==> config.mk <==
export PLATFORM = sky130hd
export DESIGN_NAME = digit_scan_ctrl
export DESIGN_NICKNAME = d
export VERILOG_FILES = /design/src/rtl/scan_pkg.sv /design/src/rtl/scan_prescaler.sv /design/src/rtl/digit_scan_ctrl.sv
export SDC_FILE = /design/constraint.sdc
export NUM_CORES = 1
export LEC_CHECK = 0
export CORE_UTILIZATION = 45
export CTS_CLUSTER_DIAMETER = 150
export DETAILED_ROUTE_END_ITERATION = 10
export HOLD_SLACK_MARGIN = 0.12
export PLACE_DENSITY_LB_ADDON = 0.2
export SYNTH_ARGS = -nofsm -noshare
export SYNTH_HDL_FRONTEND = slang
export SYNTH_SLANG_ARGS = --single-unit
export TNS_END_PERCENT = 10
==> constraint.sdc <==
create_clock -name clk -period 6.64 [get_ports clk]
set_input_delay 1.328 -clock clk [delete_from_list [all_inputs] [get_ports clk]]
set_output_delay 1.328 -clock clk [all_outputs]
set_load 0.02 [all_outputs]
==> src/rtl/scan_pkg.sv <==
// rtl/scan_pkg.sv - state encoding and widths shared by the digit scan controller
package scan_pkg;

  typedef enum logic [1:0] {
    IDLE  = 2'd0,
    BLANK = 2'd1,
    SHOW  = 2'd2
  } scan_state_t;

  localparam int SEL_W   = 3;
  localparam int DIGIT_W = 4;
  // Wide enough for a slot length of up to 65535 cycles.
  localparam int CNT_W   = 16;

endpackage

==> src/rtl/scan_prescaler.sv <==
// rtl/scan_prescaler.sv - slot prescaler counting 0..DIV-1, held at 0 while clr is high
module scan_prescaler
  import scan_pkg::*;
#(
  parameter int DIV = 1000
) (
  input  logic             clk,
  input  logic             rst_n,
  input  logic             clr,
  output logic             tc,
  output logic [CNT_W-1:0] count
);

  assign tc = (count == CNT_W'(DIV - 1));

  always_ff @(posedge clk or negedge rst_n) begin
    if (!rst_n) begin
      count <= '0;
    end else if (clr || tc) begin
      count <= '0;
    end else begin
      count <= count + 1'b1;
    end
  end

endmodule

==> src/rtl/digit_scan_ctrl.sv <==
// rtl/digit_scan_ctrl.sv - multiplexed digit scanner; SCAN_BLANK_EN adds per-slot blanking
module digit_scan_ctrl
  import scan_pkg::*;
#(
  parameter int DIV          = 1000,
  parameter int NUM_DIGITS   = 8,
  parameter int BLANK_CYCLES = 2
) (
  input  logic               clk,
  input  logic               rst_n,
  input  logic               run,
  input  logic [31:0]        digits,
  input  logic [7:0]         blink_mask,
  input  logic               blink_phase,
  output logic [SEL_W-1:0]   sel,
  output logic               enable,
  output logic [DIGIT_W-1:0] digit_out,
  output logic               frame_start
);

`ifdef SCAN_BLANK_EN
  localparam bit BLANK_ON = 1'b1;
`else
  localparam bit BLANK_ON = 1'b0;
`endif

  scan_state_t      state;
  logic             clr;
  logic             tc;
  logic [CNT_W-1:0] count;
  logic [CNT_W-1:0] nxt_count;
  logic [SEL_W-1:0] nxt_sel;
  logic             nxt_blank;
  logic             nxt_frame;

  // Prescaler is held at 0 while stopped so the first running cycle is slot position 0.
  assign clr = !run || (state == IDLE);

  scan_prescaler #(
    .DIV (DIV)
  ) u_prescaler (
    .clk   (clk),
    .rst_n (rst_n),
    .clr   (clr),
    .tc    (tc),
    .count (count)
  );

  // Outputs are registered, so everything is decided from the slot position of the next cycle.
  always_comb begin
    nxt_count = tc ? '0 : count + 1'b1;
    nxt_sel   = sel;
    nxt_frame = 1'b0;
    if (!run || (state == IDLE)) begin
      nxt_count = '0;
      nxt_sel   = '0;
      nxt_frame = (state == IDLE);
    end else if (tc) begin
      nxt_sel   = (sel == SEL_W'(NUM_DIGITS - 1)) ? '0 : sel + 1'b1;
      nxt_frame = (nxt_sel == '0);
    end
    nxt_blank = BLANK_ON && (nxt_count < CNT_W'(BLANK_CYCLES));
  end

  always_ff @(posedge clk or negedge rst_n) begin
    if (!rst_n) begin
      state       <= IDLE;
      sel         <= '0;
      enable      <= 1'b0;
      digit_out   <= '0;
      frame_start <= 1'b0;
    end else begin
      sel       <= nxt_sel;
      digit_out <= digits[{nxt_sel, 2'b00} +: DIGIT_W];
      if (!run) begin
        state       <= IDLE;
        enable      <= 1'b0;
        frame_start <= 1'b0;
      end else begin
        state       <= nxt_blank ? BLANK : SHOW;
        enable      <= !nxt_blank && !(blink_mask[nxt_sel] && blink_phase);
        frame_start <= nxt_frame;
      end
    end
  end

endmodule

==> results.md <==
- Synth Area in XOR/XNOR: 0.0744
- Seq cells post-synth: 26
- Number of global-route vias before repair: 1429
- Max Cap Viol: 0
- EDFF count, synth: 0
- Maximum VDD drop: 59.5 µV
- CTS root buf: clkbuf_4
- Most common cell after layout, fill and taps aside: clkdlybuf4s50_1
- Buffers added on ports: 52
- DRC: 0
- First-pass DRT Iterations: 5
- Power Dens Cells: 130 mW/mm²
- Row Count: 21
- Largest family of logic cells by synthesized area: simple AND/OR/NAND/NOR gates
- Detail Route Antenna Nets: 0
- Syn nets: 238
- Postcts setup bufs: 0
- Hold Path Class: flip-flop to flip-flop
- Largest cells by area after synthesis: dfrtp_1, nand2_1, nand3_1
- Pwr Total: 0.286 mW
- Post-Route WL: 3640 µm
- Synth Area in Adders: 0.0304
- Die area: 0.00391 mm²
- Synth Area in Compound Gates: 0.0752
- Post-synthesis mux area share: 0.0395
- Hold Fails Final Rpt: 0
- CTS tree: yes
- Drt initial violations: 76
- Pins Over Slew Limit: 0
- CP Data Required Time: 6.90 ns
- Max clock buf depth: 2
- Worst skew pair latency: 0.31 ns
- Simple-gate share of the synthesized area: 0.341
- Post-Layout Inst Area: 0.00221 mm²
- Most frequent cells in the layout: clkdlybuf4s50_1, nand2_1, dfrtp_1
- RSZ-0062 raised after global routing: false
- Clk sinks: 26
- Post-synthesis sequential area ratio: 0.395
- Top_reg_cell synth: dfrtp_1
- Worst Setup End Kind: flip-flop
- Total track usage: 0.194
- DP Area: 0.00217 mm²
- Final setup violation count: 0
- Crit-path max FO: 17
- Data arrival, critical path: 3.24 ns
- Core area: 0.00342 mm²
- Cells on worst reg2reg path: 6
- Area Overhead vs Synth: 34.0%
- R2R Setup Slk: 3.99 ns
- Cell taking the most area after synthesis: dfrtp_1
- Yosys cell types: 34
- Initial antenna violation count: 0
- Worst slew pin tran: 0.765 ns
- Synth warn: 0
- Average cell area after synthesis: 8.67 µm²
- Worst Hold Depth: 1
- Post-synth ARST share: 1.00
- First-pass GRT wire length: 6220 µm
- R2r endpoint: enable
- Final period util: 0.449
- CP Launch Type: input port
- Synth Instances: 190
- FMAX: 335 MHz
- DIE HEIGHT: 62.5 µm
- Largest net degree at the start of global routing: 27
- Chip width: 62.5 µm
- Tmin final: 2.98 ns
- N_diodes: 0
- Worst hold start: state[1]
- Critical register-to-register path startpoint: u_prescaler.count[0]
- Inserted Clock Buffers: 3
- Synthesized area: 0.00165 mm²
- Layout cells sized above 1: 0.0333
- Clk_skew: 0.00475 ns
- Total number of vias: 1513
- Resized Gates After CTS: 0
- Hold buffer count at cts: 0
- Static leakage: 0.924 nW
- Rel. slew slack: 0.482
- Hold Path End: frame_start
- DR vias/cell: 5.29
- WS Path Type: input port to flip-flop
- Final #Nets: 289
- Reg clk slew, reported paths: 0.13 ns
- GP Congestion: 0.854
- H-tree depth: 1
- WL per Instance: 12.7 µm
- Post-DP HPWL: 2840 µm
- IO Pins: 53
- Setup_tns: 0 ns
- Starting Density: 0.482
- Gr ovfl total: 0
- Status: complete, no violations
- Post-synth top area share: 0.395
[worst max-delay path by stage]
stage,end,from,slack [ns]
after CTS,digit_out[3],run,3.69
after detailed placement,digit_out[3],run,3.36
final,digit_out[3],run,3.66
after global placement,digit_out[3],run,3.42
after global routing,digit_out[1],run,3.53
after floorplan,digit_out[2],run,4.00
[routing by layer]
layer,vias to the layer above,GRT usage,wire length (µm)
li1,770,-,-
met5,-,0,0
met2,58,0.313,1680
met3,4,0.0182,208
met4,0,0.0785,42
met1,681,0.266,1710
[cell usage after synthesis (3+ instances only)]
cell type / n
a21oi_1: 5
nor3_1: 3
nand2_1: 40
ha_1: 4
nand3_1: 23
nor3b_1: 3
nor2_1: 19
mux2i_1: 5
a32oi_1: 4
nand3b_1: 3
and4_1: 5
and3_1: 8
buf_6: 3
a31oi_1: 3
xnor2_1: 5
nand4_1: 3
dfrtp_1: 26
xor2_1: 9
[registers in the layout (all words and copies together), names as in the netlist]
| register | flops |
|---|---|
| state | 1 |
| enable | 1 |
| frame_start | 1 |
| u_prescaler.count | 16 |
| digit_out | 4 |
| sel | 3 |
[cell type report]
cell class,count,area [µm²]
Fill cell,285,1210
Multi-Input combinational cell,155,923
Tap cell,46,57.6
Timing Repair Buffer,53,528
Sequential cell,26,651
Inverter,2,12.5
Clock buffer,4,36.3
[per-stage QoR]
step | std cells | setup slack (ns) | hold slack (ns) | util
floorplan | 190 | 4.00 | 0.443 | -
global placement | 282 | 3.42 | 0.480 | 0.636
detailed placement | 282 | 3.36 | 0.484 | 0.636
CTS | 286 | 3.69 | 0.499 | 0.647
global route | 286 | 3.53 | 0.513 | 0.647
finish | 286 | 3.66 | 0.507 | 0.647
[critical path, cell delays in order]
cell and delay [ns]:
clkdlybuf4s50_1 0.55, and2_1 0.25, nand2_1 0.17, mux2_4 0.42, clkinv_4 0.12, nand2_1 0.06, a32oi_1 0.17, and3_1 0.17
[power by group]
part | leakage, nW | internal, mW | switching [mW] | total, mW
Combinational | 0.555 | 0.0300 | 0.0167 | 0.0467
Clock | 0.0210 | 0.0335 | 0.0439 | 0.0773
Sequential | 0.348 | 0.161 | 0.00131 | 0.162
[logic make-up after synthesis]
logic type	count (synthesis)
simple gates	113
flops	26
compound gates	18
xor+xnor	14
buf+inv	9
mux	6
fa+ha+maj	4
Power figures use the tool's default switching activity.
